$ cat config.mk
export PLATFORM = sky130hd
export DESIGN_NAME = alu_exec_seq
export DESIGN_NICKNAME = d
export VERILOG_FILES = /design/src/rtl/alu_exec_seq.sv
export SDC_FILE = /design/constraint.sdc
export NUM_CORES = 1
export LEC_CHECK = 0
export ABC_AREA = 0
export BUFFER_PORTS_ARGS = -buffer_cell sky130_fd_sc_hd__buf_4
export CORE_ASPECT_RATIO = 2
export CORE_UTILIZATION = 35
export CTS_BUF_LIST = sky130_fd_sc_hd__clkbuf_4 sky130_fd_sc_hd__clkbuf_8
export CTS_CLUSTER_DIAMETER = 40
export CTS_CLUSTER_SIZE = 28
export DETAILED_ROUTE_END_ITERATION = 7
export HOLD_SLACK_MARGIN = 0.08
export PLACE_DENSITY = 0.53
export SLEW_MARGIN = 20
export SYNTH_ARGS = -nofsm -noshare
export SYNTH_HDL_FRONTEND = slang
export SYNTH_SLANG_ARGS = --single-unit
$ cat constraint.sdc
create_clock -name clk -period 3.3 [get_ports clk]
set_input_delay 0 -clock clk [delete_from_list [all_inputs] [get_ports clk]]
set_output_delay 0 -clock clk [all_outputs]
set_load 0.03 [all_outputs]
$ cat src/rtl/alu_exec_seq.sv
// Execute/write-back controller in front of an 8 x 32-bit register bank.
// One operation per start/done handshake. The read addresses go to the bank,
// the operands are captured, the result is computed (iterative for shifts and
// multiply), and one write is driven in the WB cycle.
//
// Handshake: start is taken only in IDLE (busy=0) and is never queued.
// busy is high from the cycle after accept through the WB cycle. done pulses
// for one cycle in WB. EN pulses in the same cycle for legal opcodes, and
// illegal pulses instead of EN for unsupported opcodes.
module alu_exec_seq #(
  parameter int DW  = 32,
  parameter int AW  = 3,
  parameter int SHW = 5
) (
  input  logic          clk,
  input  logic          rst,
  input  logic          start,
  input  logic [3:0]    opcode,
  input  logic [AW-1:0] src1,
  input  logic [AW-1:0] src2,
  input  logic [AW-1:0] dest,
  input  logic [DW-1:0] REG1_DATA,
  input  logic [DW-1:0] REG2_DATA,
  output logic [AW-1:0] SRC_REG1,
  output logic [AW-1:0] SRC_REG2,
  output logic [AW-1:0] DEST_REG,
  output logic [DW-1:0] WRT_DATA,
  output logic          EN,
  output logic          busy,
  output logic          done,
  output logic          illegal,
  output logic [1:0]    dbg_state
);

  localparam logic [1:0] S_IDLE = 2'd0;
  localparam logic [1:0] S_READ = 2'd1;
  localparam logic [1:0] S_EXEC = 2'd2;
  localparam logic [1:0] S_WB   = 2'd3;

  localparam logic [3:0] OP_ADD  = 4'd0;
  localparam logic [3:0] OP_SUB  = 4'd1;
  localparam logic [3:0] OP_AND  = 4'd2;
  localparam logic [3:0] OP_OR   = 4'd3;
  localparam logic [3:0] OP_XOR  = 4'd4;
  localparam logic [3:0] OP_NOR  = 4'd5;
  localparam logic [3:0] OP_SLT  = 4'd6;
  localparam logic [3:0] OP_SLTU = 4'd7;
  localparam logic [3:0] OP_SLL  = 4'd8;
  localparam logic [3:0] OP_SRL  = 4'd9;
  localparam logic [3:0] OP_SRA  = 4'd10;
  localparam logic [3:0] OP_MUL  = 4'd11;

  logic [1:0]     state_q, state_d;
  logic [3:0]     op_q, op_d;
  logic [AW-1:0]  dest_q, dest_d;
  logic [AW-1:0]  src1_q, src1_d;
  logic [AW-1:0]  src2_q, src2_d;
  logic [AW-1:0]  dreg_q, dreg_d;
  logic [DW-1:0]  wdata_q, wdata_d;
  logic           en_q, en_d;
  logic           busy_q, busy_d;
  logic           done_q, done_d;
  logic           ill_q, ill_d;
  logic [DW-1:0]  a_q, a_d;
  logic [DW-1:0]  b_q, b_d;
  logic [DW-1:0]  acc_q, acc_d;
  logic [SHW-1:0] cnt_q, cnt_d;

  logic [DW-1:0]  res;
  logic [DW-1:0]  shifted;
  logic [DW-1:0]  mul_sum;
  logic           finish;
  logic           legal;

  // One-bit-position shift of the accumulator, selected by the latched opcode.
  always_comb begin
    shifted = acc_q;
    case (op_q)
      OP_SLL:  shifted = {acc_q[DW-2:0], 1'b0};
      OP_SRL:  shifted = {1'b0, acc_q[DW-1:1]};
      OP_SRA:  shifted = {acc_q[DW-1], acc_q[DW-1:1]};
      default: shifted = acc_q;
    endcase
  end

  // Next-state logic for the FSM, the datapath, and the registered bank outputs.
  always_comb begin
    state_d = state_q;
    op_d    = op_q;
    dest_d  = dest_q;
    src1_d  = src1_q;
    src2_d  = src2_q;
    dreg_d  = dreg_q;
    wdata_d = wdata_q;
    en_d    = 1'b0;
    busy_d  = busy_q;
    done_d  = 1'b0;
    ill_d   = 1'b0;
    a_d     = a_q;
    b_d     = b_q;
    acc_d   = acc_q;
    cnt_d   = cnt_q;
    res     = '0;
    finish  = 1'b0;
    legal   = 1'b1;
    mul_sum = acc_q + (b_q[0] ? a_q : '0);

    case (state_q)
      S_IDLE: begin
        if (start) begin
          op_d    = opcode;
          dest_d  = dest;
          src1_d  = src1;
          src2_d  = src2;
          busy_d  = 1'b1;
          state_d = S_READ;
        end
      end
      S_READ: begin
        // The bank has not been written yet, so dest==src reads the old value.
        a_d = REG1_DATA;
        b_d = REG2_DATA;
        if (op_q == OP_MUL) begin
          acc_d = '0;
          cnt_d = SHW'(DW - 1);
        end else begin
          acc_d = REG1_DATA;
          cnt_d = REG2_DATA[SHW-1:0];
        end
        state_d = S_EXEC;
      end
      S_EXEC: begin
        case (op_q)
          OP_ADD:  begin res = a_q + b_q;   finish = 1'b1; end
          OP_SUB:  begin res = a_q - b_q;   finish = 1'b1; end
          OP_AND:  begin res = a_q & b_q;   finish = 1'b1; end
          OP_OR:   begin res = a_q | b_q;   finish = 1'b1; end
          OP_XOR:  begin res = a_q ^ b_q;   finish = 1'b1; end
          OP_NOR:  begin res = ~(a_q | b_q); finish = 1'b1; end
          OP_SLT:  begin res = {{(DW-1){1'b0}}, ($signed(a_q) < $signed(b_q))}; finish = 1'b1; end
          OP_SLTU: begin res = {{(DW-1){1'b0}}, (a_q < b_q)}; finish = 1'b1; end
          OP_SLL, OP_SRL, OP_SRA: begin
            // A count of 0 or 1 finishes in this cycle, so EXEC lasts max(n,1) cycles.
            if (cnt_q <= SHW'(1)) begin
              res    = (cnt_q == SHW'(1)) ? shifted : acc_q;
              finish = 1'b1;
            end else begin
              acc_d = shifted;
              cnt_d = cnt_q - SHW'(1);
            end
          end
          OP_MUL: begin
            // Shift-add, one multiplier bit per cycle. The count runs from DW-1
            // down to 0, which gives DW cycles.
            if (cnt_q == '0) begin
              res    = mul_sum;
              finish = 1'b1;
            end else begin
              acc_d = mul_sum;
              a_d   = {a_q[DW-2:0], 1'b0};
              b_d   = {1'b0, b_q[DW-1:1]};
              cnt_d = cnt_q - SHW'(1);
            end
          end
          default: begin
            legal  = 1'b0;
            finish = 1'b1;
          end
        endcase
        if (finish) begin
          state_d = S_WB;
          done_d  = 1'b1;
          if (legal) begin
            en_d    = 1'b1;
            dreg_d  = dest_q;
            wdata_d = res;
          end else begin
            ill_d = 1'b1;
          end
        end
      end
      default: begin
        // WB: the bank writes at this edge, and the next cycle is idle.
        busy_d  = 1'b0;
        state_d = S_IDLE;
      end
    endcase
  end

  // State and output registers, with synchronous active-low clear.
  always_ff @(posedge clk) begin
    if (!rst) begin
      state_q <= S_IDLE;
      op_q    <= '0;
      dest_q  <= '0;
      src1_q  <= '0;
      src2_q  <= '0;
      dreg_q  <= '0;
      wdata_q <= '0;
      en_q    <= 1'b0;
      busy_q  <= 1'b0;
      done_q  <= 1'b0;
      ill_q   <= 1'b0;
      a_q     <= '0;
      b_q     <= '0;
      acc_q   <= '0;
      cnt_q   <= '0;
    end else begin
      state_q <= state_d;
      op_q    <= op_d;
      dest_q  <= dest_d;
      src1_q  <= src1_d;
      src2_q  <= src2_d;
      dreg_q  <= dreg_d;
      wdata_q <= wdata_d;
      en_q    <= en_d;
      busy_q  <= busy_d;
      done_q  <= done_d;
      ill_q   <= ill_d;
      a_q     <= a_d;
      b_q     <= b_d;
      acc_q   <= acc_d;
      cnt_q   <= cnt_d;
    end
  end

  assign SRC_REG1  = src1_q;
  assign SRC_REG2  = src2_q;
  assign DEST_REG  = dreg_q;
  assign WRT_DATA  = wdata_q;
  assign EN        = en_q;
  assign busy      = busy_q;
  assign done      = done_q;
  assign illegal   = ill_q;
  assign dbg_state = state_q;

endmodule

Word-level counts from Yosys, hierarchy flattened
Index checks and enable logic that the tools add are counted.
W data, S select, Z words.
{ "op_classes": {"multipliers": 0, "mux": 36, "n_bitwise": 5, "shift": 0, "n_addsub": 4, "order_cmp": 3, "div": 0, "n_eq_ne": 21, "reduce_logical": 15} }
{ "op_table": {"columns": ["cell", "count"], "rows": [
  ["$mux W32", 11],
  ["$pmux W32 S10", 1],
  ["$pmux W32 S2", 4],
  ["$pmux W32 S3", 1],
  ["$add A32 B32 Y32", 2],
  ["$lt A32 B32 Y1", 2],
  ["$and A32 B32 Y32", 1],
  ["$not A32 Y32", 1],
  ["$or A32 B32 Y32", 1],
  ["$sub A32 B32 Y32", 1],
  ["$xor A32 B32 Y32", 1],
  ["$pmux W5 S2", 2],
  ["$eq A4 B3 Y1 const B", 4],
  ["$eq A4 B4 Y1 const B", 4],
  ["$mux W5", 3],
  ["$reduce_or A12 Y1", 1],
  ["$mux W1", 9],
  ["$reduce_and A3 Y1", 3],
  ["$eq A4 B2 Y1 const B", 2],
  ["$ne A2 B2 Y1 const B", 4],
  ["$reduce_and A2 Y1", 4],
  ["$ne A3 B3 Y1 const B", 2],
  ["$pmux W2 S3", 1],
  ["$eq A5 B1 Y1 const B", 1],
  ["16 further kinds", 18]
]} }
{ "totals": {"rom_bits": 0, "mem_count": 0, "register_bits": 155, "elab_cells": 99, "ramBits": 0, "latch_bits": 0} }

Longest topological paths before layout
Gate-level depths: netlist of run 1.
{ "depth": {"depth_word": 6, "depth_mapped": 15} }

Least setup slack after synthesis of run 1
OpenSTA, ideal clock, no wires.
{ "synth_timing": {"path_type": "flip-flop to flip-flop", "from": "register b_q[0]", "to": "register wdata_q[31] (netlist: WRT_DATA[31])", "arrival_time_ps": 2960, "path_stages_with_launch": 16, "period_less_slack_ps": 3090, "path_slack_ps": 210, "path_buffers": 2, "cell_sequence": "dfxtp_1 > inv_1 > clkbuf_1 > nor2_1 > ha_1 > clkbuf_1 > nand4_1 > or3_1 > a211o_1 > nand2_1 > o21ai_1 > o21ai_1 > or4_1 > a21oi_1 > a2111oi_0 > a21oi_1"} }
{ "synth_via": {"elab_chain_len": 4} }
{ "synth_lines": {"columns": ["element", "line", "text"], "rows": [
  ["start, declared", "65", "logic [DW-1:0] b_q, b_d;"],
  ["start signal, assigned", "205", "b_q <= '0;"],
  ["start signal, assigned", "221", "b_q <= b_d;"],
  ["$mux W32", "106", "mul_sum = acc_q + (b_q[0] ? a_q : '0);"],
  ["$add A32 B32 Y32", "106", null],
  ["$mux W32", "155", "if (cnt_q == '0) begin"],
  ["$pmux W32 S10 *", "133", "case (op_q)"],
  ["end signal, assigned", "215", "wdata_q <= wdata_d;"],
  ["end, declared", "59", "logic [DW-1:0] wdata_q, wdata_d;"]
]} }
Every way passes the cells marked *; elsewhere a longest branch is shown, timed or not.
A chain may end at the register's enable or synchronous reset.

Worst setup path in the final report of run 1
{ "layout_timing": {"from": "register a_q[11]", "to": "register wdata_q[22] (netlist: WRT_DATA[22])"} }
{ "layout_via": {"elab_chain_len": 4} }
{ "layout_lines": {"columns": ["element", "line", "text"], "rows": [
  ["start, declared", "64", "logic [DW-1:0] a_q, a_d;"],
  ["start signal, assigned", "204", "a_q <= '0;"],
  ["start signal, assigned", "220", "a_q <= a_d;"],
  ["$mux W32", "106", null],
  ["$add A32 B32 Y32", "106", null],
  ["$mux W32", "155", null],
  ["$pmux W32 S10 *", "133", null]
]} }
Marks and branches as above.

==> out/qor.log, run 1 <==
INFO  status         outcome=complete, no violations
INFO  placed_design  io_buffer_count=126
INFO  power_and_ir_drop power-per-cell-area=1026nW/µm²
INFO  setup_path     critical_path.n_buffers_inverters=2
INFO  detailed_routing highest_metal_used=met4
INFO  detailed_routing drt-wirelength-per-cell=23.83µm
INFO  die            fp.dieW=150.5µm
INFO  logic_synthesis netlist.top_cell.by_area=dfxtp_1
INFO  finish         final_layout_size_suffix_gt1_share=23.03%
INFO  clock_network  cts-root-to-sink-buffers=2
INFO  clock_network  cts_root_buffer=clkbuf_8
INFO  logic_synthesis syn_nets=2342
INFO  timing         finalWorstSetupSlack=78.62ps
INFO  placed_design  place_ws=-228.6ps
INFO  setup_path     critical_path.max_stage_delay=600ps
INFO  setup_path     timing.critical_path.max_delay_family=compound AO/OA/AOI/OAI gates
INFO  placed_design  placedCellCount=2910
INFO  finish         layout.cells.most_common_list=buf_4, nand2_1, a21oi_1
INFO  die            die_height=299.0µm
INFO  power_and_ir_drop share_comb_of_total_power=76.6%
INFO  detailed_routing ant_nets=0
INFO  setup_path     cp_data_required_time=3730ps
INFO  finish         num-nets-final=2693
INFO  finish         layout.cells.most_common=buf_4
INFO  logic_synthesis post_synth_inst_count=2125
INFO  detailed_routing route.final.wire_length=72410µm
INFO  setup_path     critical_path_arrival=3650ps
INFO  grt            gr-usage-all-layers=32.12%
INFO  power_and_ir_drop leakage=9.099nW
INFO  grt            gr-total-overflow=0
INFO  die            core_area=43380µm²
INFO  detailed_routing route.vias.total=18.27k
INFO  logic_synthesis cell_area_after_synthesis=15430µm²
INFO  logic_synthesis area_share_of_the_largest_cell_type_after_synthesis=20.11%
INFO  finish         flow.area_growth_from_synthesis=32.93%
INFO  detailed_routing met2WireLength=35310µm
INFO  logic_synthesis post_synth_main_area_contributors=dfxtp_1, ha_1, nand2_1
INFO  logic_synthesis synth_edf_count=0
INFO  setup_path     critical-path-slowest-cell=a2111o_1
INFO  detailed_routing route.layer.met1.wl=28310µm
INFO  power_and_ir_drop cell_internal_pwr=0.009878W
INFO  timing         setup_tns=0ps
INFO  timing         timing_worst_slew_pin_value=930.4ps
INFO  finish         post_layout_nonfiller_instances=3039
INFO  detailed_routing detail_route.drc_violations=0
INFO  grt            grt_start_max_net_pins=74
INFO  clock_network  clk_pin_slew_worst_paths=100ps
INFO  timing         timing.hold.ws=108.9ps
INFO  setup_path     endpoint_kind=flop
INFO  timing         final_period_minus_worst_setup_slack=3221ps
INFO  setup_path     critical_path_class=flop to flop
INFO  placed_design  gp_routability_congestion=0.9520
INFO  timing         hold_viol_final=0
INFO  logic_synthesis post_synth_num_cell_types=82
INFO  detailed_routing met3RoutedLength=4173µm
INFO  timing         max_freq=310.4MHz
INFO  die            top_ports=127
INFO  detailed_routing vias_per_cell=6.013
INFO  logic_synthesis synthFlopType=dfxtp_1
INFO  logic_synthesis synthArstFlopShare=0%
INFO  timing         worst_relative_slew_slack=37.74%
INFO  power_and_ir_drop total_switching_power=0.01117W
INFO  grt            vias_in_the_first_global_route=17.99k
INFO  setup_path     cp_common_cell=nor2_1
INFO  logic_synthesis seq_total_area_yosys=20.11%
INFO  timing         slew_violations=0
INFO  clock_network  worst_skew_pair.late_latency=540ps
INFO  die            initial_utilization=35.58%
INFO  clock_network  tritoncts=yes
INFO  logic_synthesis yosys_warnings=0
INFO  logic_synthesis syn-mean-instance-area=7.262µm²
INFO  run            timing.max_cap.violations=0
INFO  power_and_ir_drop share_clk_of_total_power=7.9%
INFO  timing         setup-violations-final=0
INFO  logic_synthesis ys_ff_latch=155
INFO  die            floorplan_row_count=108
INFO  clock_network  cts-buffers-inserted=17
INFO  timing         final.setup_skew=18.61ps
INFO  clock_network  cts.sink_count=155
INFO  setup_path     timing.critical_path.fanout_max=5
INFO  min_path       min_path_type=input port to flop
INFO  detailed_routing drt-pass1-iter-count=5
INFO  setup_path     cp_cell_sequence=inv_1, ha_1, buf_4, nor3_1, nand4_1, a2111o_1, a21oi_1, nor2_1, a221o_1, a221oi_2, nor2_1
INFO  detailed_routing initialDrtViolationCount=1227
INFO  clock_network  ctsHtreeMaxLevel=4
INFO  grt            grt_first_pass_wirelength=108200µm
INFO  placed_design  dpl.hpwl=54300µm
INFO  die            die_area=44990µm²
INFO  setup_path     critical_path.startpoint_type=flop
INFO  timing         finalCritPeriodShare=97.62%
INFO  power_and_ir_drop proportion_of_total_power_due_to_net_switching=53.07%
INFO  power_and_ir_drop seq_power_share=15.5%
INFO  power_and_ir_drop vdd.ir_drop.worst=0.4180mV
INFO  grt            antenna_found_initial=2
metrics by stage:
step / instance area (µm²) / power [W] / util [%]
after detailed placement: 18700 / 0.01827 / 43.12
after global placement: 18700 / 0.01817 / 43.12
after floorplan: 15430 / 0.01197 / -
after global routing: 20510 / 0.02239 / 47.29
final: 20510 / 0.02105 / 47.29
after CTS: 20110 / 0.02029 / 46.37
worst paths after layout:
kind | from | endpoint | slack [ps] | depth (start not counted)
setup reg to reg | a_q[11] | WRT_DATA[22] | 80 | 11
hold / removal | REG1_DATA[1] | a_q[1] | 110 | 5
hold reg to reg | dest_q[2] | DEST_REG[2] | 460 | 2
setup / recovery | a_q[11] | WRT_DATA[22] | 80 | 11
cell usage after synthesis, types with 8 or more instances:
| library cell | n |
|---|---|
| a211oi_1 | 18 |
| a21boi_0 | 14 |
| a21boi_1 | 8 |
| a21o_1 | 26 |
| a21oi_1 | 177 |
| a221o_1 | 17 |
| a221oi_1 | 49 |
| a31oi_1 | 21 |
| and2_1 | 13 |
| and3_1 | 9 |
| buf_1 | 14 |
| buf_2 | 13 |
| clkbuf_1 | 135 |
| dfxtp_1 | 155 |
| ha_1 | 134 |
| inv_1 | 111 |
| mux2_2 | 19 |
| mux2i_1 | 48 |
| nand2_1 | 274 |
| nand2b_1 | 16 |
| nand3_1 | 46 |
| nand4_1 | 12 |
| nor2_1 | 170 |
| nor2b_1 | 33 |
| nor3_1 | 27 |
| nor3b_1 | 10 |
| o2111ai_1 | 8 |
| o211a_1 | 70 |
| o211ai_1 | 30 |
| o21ai_0 | 159 |
| o21ai_1 | 11 |
| o21bai_1 | 19 |
| o221ai_1 | 45 |
| o22ai_1 | 44 |
| xnor2_1 | 30 |
| xor2_1 | 16 |
tightest hold or removal path, stage by stage:
cell and delay, ps:
buf_4 110, nor2b_1 180, a21oi_1 140, nand2_1 60, o211a_1 110
area by class of cell:
cell class | instances | area (µm²)
timing repair buffer | 496 | 4111
inverter | 115 | 436.7
tap | 550 | 688.2
clock buffer | 20 | 256.5
multi-input combinational | 1691 | 11760
clock inverter | 11 | 146.4
fill | 4349 | 22860
antenna | 1 | 2.502
sequential | 155 | 3113
cell families (layout without fill, tap and decap cells):
group / count (synthesis) / in the layout / synth area share (%)
buf+inv: 279 / 642 / 6.989
mux: 68 / 68 / 4.573
flops: 155 / 155 / 20.11
xor+xnor: 46 / 46 / 2.611
simple gates: 638 / 638 / 18.31
other cells: 0 / 1 / 0
compound gates: 802 / 802 / 36.16
fa+ha+maj: 137 / 137 / 11.25
repair_timing:
item                                   in CTS  in global routing
setup endpoints to repair                  16                 36
pin swaps                                   7                 36
buffers inserted                            0                  8
gates resized for setup                    25                 69
endpoints found under the hold margin     119                  0
hold buffers                               88                  0
cloned                                      0                  1
sequential cells by signal (all words and copies together), names as in the netlist, 4 cells and up:
register / count
a_q: 32
WRT_DATA: 32
op_q: 4
cnt_q: 5
b_q: 32
acc_q: 32
power by group through the flow:
stage	clock network (W)	logic [W]	registers (W)
floorplan	0	0.00843	0.00354
global placement	0	0.0149	0.00325
detailed placement	0	0.0150	0.00328
CTS	0.00170	0.0153	0.00324
global route	0.00177	0.0173	0.00336
finish	0.00167	0.0161	0.00327
per-layer routing:
| layer | vias to the layer above | GRT usage [%] |
|---|---|---|
| met5 | - | 0 |
| met4 | 0 | 18.93 |
| met3 | 201 | 3.389 |
| met2 | 844 | 55.17 |
| met1 | 8733 | 37.92 |
| li1 | 8496 | - |
(Power assumes the default switching activity.)
==> inputs of run 2 (changes only) <==
--- a/config.mk
+++ b/config.mk
@@ -14,7 +14,6 @@
 export CTS_CLUSTER_SIZE = 28
 export DETAILED_ROUTE_END_ITERATION = 7
 export HOLD_SLACK_MARGIN = 0.08
-export PLACE_DENSITY = 0.53
 export SLEW_MARGIN = 20
 export SYNTH_ARGS = -nofsm -noshare
 export SYNTH_HDL_FRONTEND = slang
==> out/qor.log, run 2 (synthesis gave the netlist of run 1 again) <==
INFO  detailed_routing met3RoutedLength=4239µm [was 4173 µm]
INFO  die            core_area=43380µm² [unchanged]
INFO  setup_path     cp_data_required_time=3770ps [was 3730 ps]
INFO  timing         setup-violations-final=2 [was 0]
INFO  finish         flow.area_growth_from_synthesis=38.53% [was 32.93%]
INFO  detailed_routing drt-wirelength-per-cell=24.24µm [was 23.83 µm]
INFO  setup_path     ff2ff_path_depth=18 [was 11]
INFO  timing         setup_repair_after_global_routing_missed_its_margin=true
INFO  die            die_height=299.0µm [unchanged]
INFO  power_and_ir_drop leakage=9.404nW [was 9.099 nW]
INFO  setup_path     cp_cell_sequence=buf_6, clkinv_8, clkbuf_16, nor2_1, ha_1, a211oi_2, o21ba_4, a211o_1, nand2_2, o21ai_4, buf_4, o21ai_2, buf_6, or4_4, a21oi_4, a2111oi_4, buf_4, a21oi_1 [was inv_1, ha_1, buf_4, nor3_1, nand4_1, a2111o_1, a21oi_1, nor2_1, a221o_1, a221oi_2, nor2_1]
INFO  clock_network  cts.sink_count=155 [unchanged]
INFO  clock_network  tritoncts=yes [unchanged]
INFO  detailed_routing route.final.wire_length=74740µm [was 72410 µm]
INFO  clock_network  cts-buffers-inserted=17 [unchanged]
INFO  timing         max_freq=297.4MHz [was 310.4 MHz]
INFO  setup_path     critical_path.startpoint_type=flop [unchanged]
INFO  min_path       worst_hold_path.num_cells=5 [unchanged]
INFO  die            initial_utilization=35.58% [unchanged]
INFO  die            top_ports=127 [unchanged]
INFO  timing         setup_tns=-87.23ps [was 0 ps]
INFO  detailed_routing drt-pass1-iter-count=6 [was 5]
INFO  clock_network  cts-root-to-sink-buffers=2 [unchanged]
INFO  status         outcome=finished, violations left [was complete, no violations]
INFO  finish         final_layout_size_suffix_gt1_share=26.74% [was 23.03%]
INFO  setup_path     critical_path.max_stage_delay=490ps [was 600 ps]
INFO  clock_network  clk_pin_slew_worst_paths=100ps [about the same]
INFO  placed_design  placedCellCount=2933 [was 2910]
INFO  timing         worst_relative_slew_slack=36.18% [was 37.74%]
INFO  setup_path     timing.critical_path.max_delay_family=compound AO/OA/AOI/OAI gates [unchanged]
INFO  run            timing.max_cap.violations=0 [unchanged]
INFO  placed_design  io_buffer_count=126 [unchanged]
INFO  setup_path     worstReg2RegStart=b_q[0] [was a_q[11]]
INFO  die            die_area=44990µm² [unchanged]
INFO  detailed_routing detail_route.drc_violations=0 [unchanged]
INFO  detailed_routing route.vias.total=18.70k [was 18.27k]
INFO  timing         hold_viol_final=0 [unchanged]
INFO  timing         final.setup_skew=21.88ps [was 18.61 ps]
INFO  setup_path     critical-path-slowest-cell=or4_4 [was a2111o_1]
INFO  clock_network  cts_root_buffer=clkbuf_8 [unchanged]
INFO  min_path       hp-start=REG1_DATA[7] [was REG1_DATA[1]]
INFO  detailed_routing route.layer.met1.wl=27870µm [was 28310 µm]
INFO  grt            vias_in_the_first_global_route=18.66k [was 17.99k]
INFO  setup_path     endpoint_kind=flop [unchanged]
INFO  placed_design  gp_routability_congestion=0.9893 [was 0.9520]
INFO  finish         layout.core_utilization=49.28% [was 47.29%]
INFO  clock_network  ctsHtreeMaxLevel=4 [unchanged]
INFO  power_and_ir_drop vdd.ir_drop.worst=0.5752mV [was 0.4180 mV]
INFO  power_and_ir_drop power-per-cell-area=1030nW/µm² [was 1026 nW/µm²]
INFO  status         violations=setup timing
INFO  grt            grt_first_pass_wirelength=110500µm [was 108200 µm]
INFO  timing         slew_violations=0 [unchanged]
INFO  finish         layout.cells.most_common_list=buf_4, nand2_1, a21oi_1 [unchanged]
INFO  finish         layout.cells.most_common=buf_4 [unchanged]
INFO  timing         finalWorstSetupSlack=-63.02ps [was 78.62 ps]
INFO  die            fp.dieW=150.5µm [unchanged]
INFO  setup_path     reg2reg_setup_slack=-60ps [was 80 ps]
INFO  detailed_routing ant_nets=0 [unchanged]
INFO  detailed_routing initialDrtViolationCount=1382 [was 1227]
INFO  setup_path     critical_path_arrival=3840ps [was 3650 ps]
INFO  finish         post_layout_nonfiller_instances=3083 [was 3039]
INFO  min_path       timing.hold.worst_endpoint=a_q[7] [was a_q[1]]
INFO  placed_design  place_ws=-337.4ps [was -228.6 ps]
INFO  setup_path     regToRegEndpoint=WRT_DATA[31] [was WRT_DATA[22]]
INFO  setup_path     timing.critical_path.fanout_max=6 [was 5]
INFO  timing         finalCritPeriodShare=101.9% [was 97.62%]
INFO  setup_path     critical_path.n_buffers_inverters=6 [was 2]
INFO  finish         num-nets-final=2737 [was 2693]
INFO  timing         timing_worst_slew_pin_value=952.1ps [was 930.4 ps]
INFO  grt            gr-total-overflow=0 [unchanged]
INFO  detailed_routing highest_metal_used=met4 [unchanged]
INFO  detailed_routing met2WireLength=36840µm [was 35310 µm]
INFO  clock_network  worst_skew_pair.late_latency=550ps [was 540 ps]
INFO  grt            antenna_found_initial=1 [was 2]
INFO  timing         timing.hold.ws=88.58ps [was 108.9 ps]
INFO  grt            gr-usage-all-layers=32.71% [was 32.12%]
INFO  detailed_routing vias_per_cell=6.065 [was 6.013]
INFO  placed_design  dpl.hpwl=53850µm [was 54300 µm]
INFO  die            floorplan_row_count=108 [unchanged]
INFO  timing         final_period_minus_worst_setup_slack=3363ps [was 3221 ps]
INFO  grt            grt_start_max_net_pins=114 [was 74]
INFO  min_path       min_path_type=input port to flop [unchanged]
INFO  setup_path     critical_path_class=flop to flop [unchanged]
-- run 2: cell count changes in the layout (fill, tap and decap cells not counted), sizes merged --
cell and change:
buf +39, clkinvlp +1, dlygate4sd3 +4, clkinv +1, bufinv -1
-- run 2: worst register-to-register path: stages (launching register included) --
cell       delay, ps
dfxtp_2          340
buf_6            130
clkinv_8          80
clkbuf_16        160
nor2_1            60
ha_1             250
a211oi_2         320
o21ba_4          230
a211o_1          150
nand2_2          100
o21ai_4          180
buf_4            130
o21ai_2           60
buf_6            140
or4_4            490
a21oi_4          160
a2111oi_4         40
buf_4            140
a21oi_1          130
-- run 2: worst max-delay path by stage --
| stage | start | slack [ps] | cells after the start | to |
|---|---|---|---|---|
| after floorplan | b_q[0] | 210 | 15 | WRT_DATA[31] |
| after global placement | b_q[0] | -360 | 17 | WRT_DATA[30] |
| after detailed placement | a_q[2] | -340 | 15 | WRT_DATA[31] |
| after CTS | b_q[0] | -20 | 18 | WRT_DATA[28] |
| after global routing | b_q[0] | -170 | 18 | WRT_DATA[31] |
| final | b_q[0] | -60 | 18 | WRT_DATA[31] |
-- run 2: routing by layer --
metal	GRT usage, %	up-vias
met1	36.01	8939
met5	0	-
met4	23.69	0
met3	4.947	317
met2	56.13	862
li1	-	8581
-- run 2: through the flow --
stage / power (W) / area, µm²
after global routing: 0.02334 / 21380
final: 0.02201 / 21380
after CTS: 0.02064 / 20400
after floorplan: 0.01197 / 15430
after detailed placement: 0.01843 / 18830
after global placement: 0.01825 / 18830
-- run 2: what timing repair did --
action,CTS,global route
pin swaps,15,79
hold buffers,93,0
gates cloned,0,3
gates resized for setup,46,167
setup buffers,1,22
endpoints found under the hold margin,108,0
setup endpoints to repair,23,35
-- run 2: where the power goes --
| group | total [W] | switching [W] | internal (W) |
|---|---|---|---|
| Combinational | 0.0171 | 0.0101 | 0.00703 |
| Clock | 0.00163 | 0.000918 | 0.000714 |
| Sequential | 0.00329 | 0.000701 | 0.00259 |
-- run 2: cell type report --
cell class,instances,area (µm²)
antenna,1,2.502
clock inverter,12,140.1
tap,550,688.2
sequential,155,3119
fill,4339,22000
multi-input combinational,1691,12240
timing repair buffer,540,4486
inverter,115,444.2
clock buffer,19,261.5
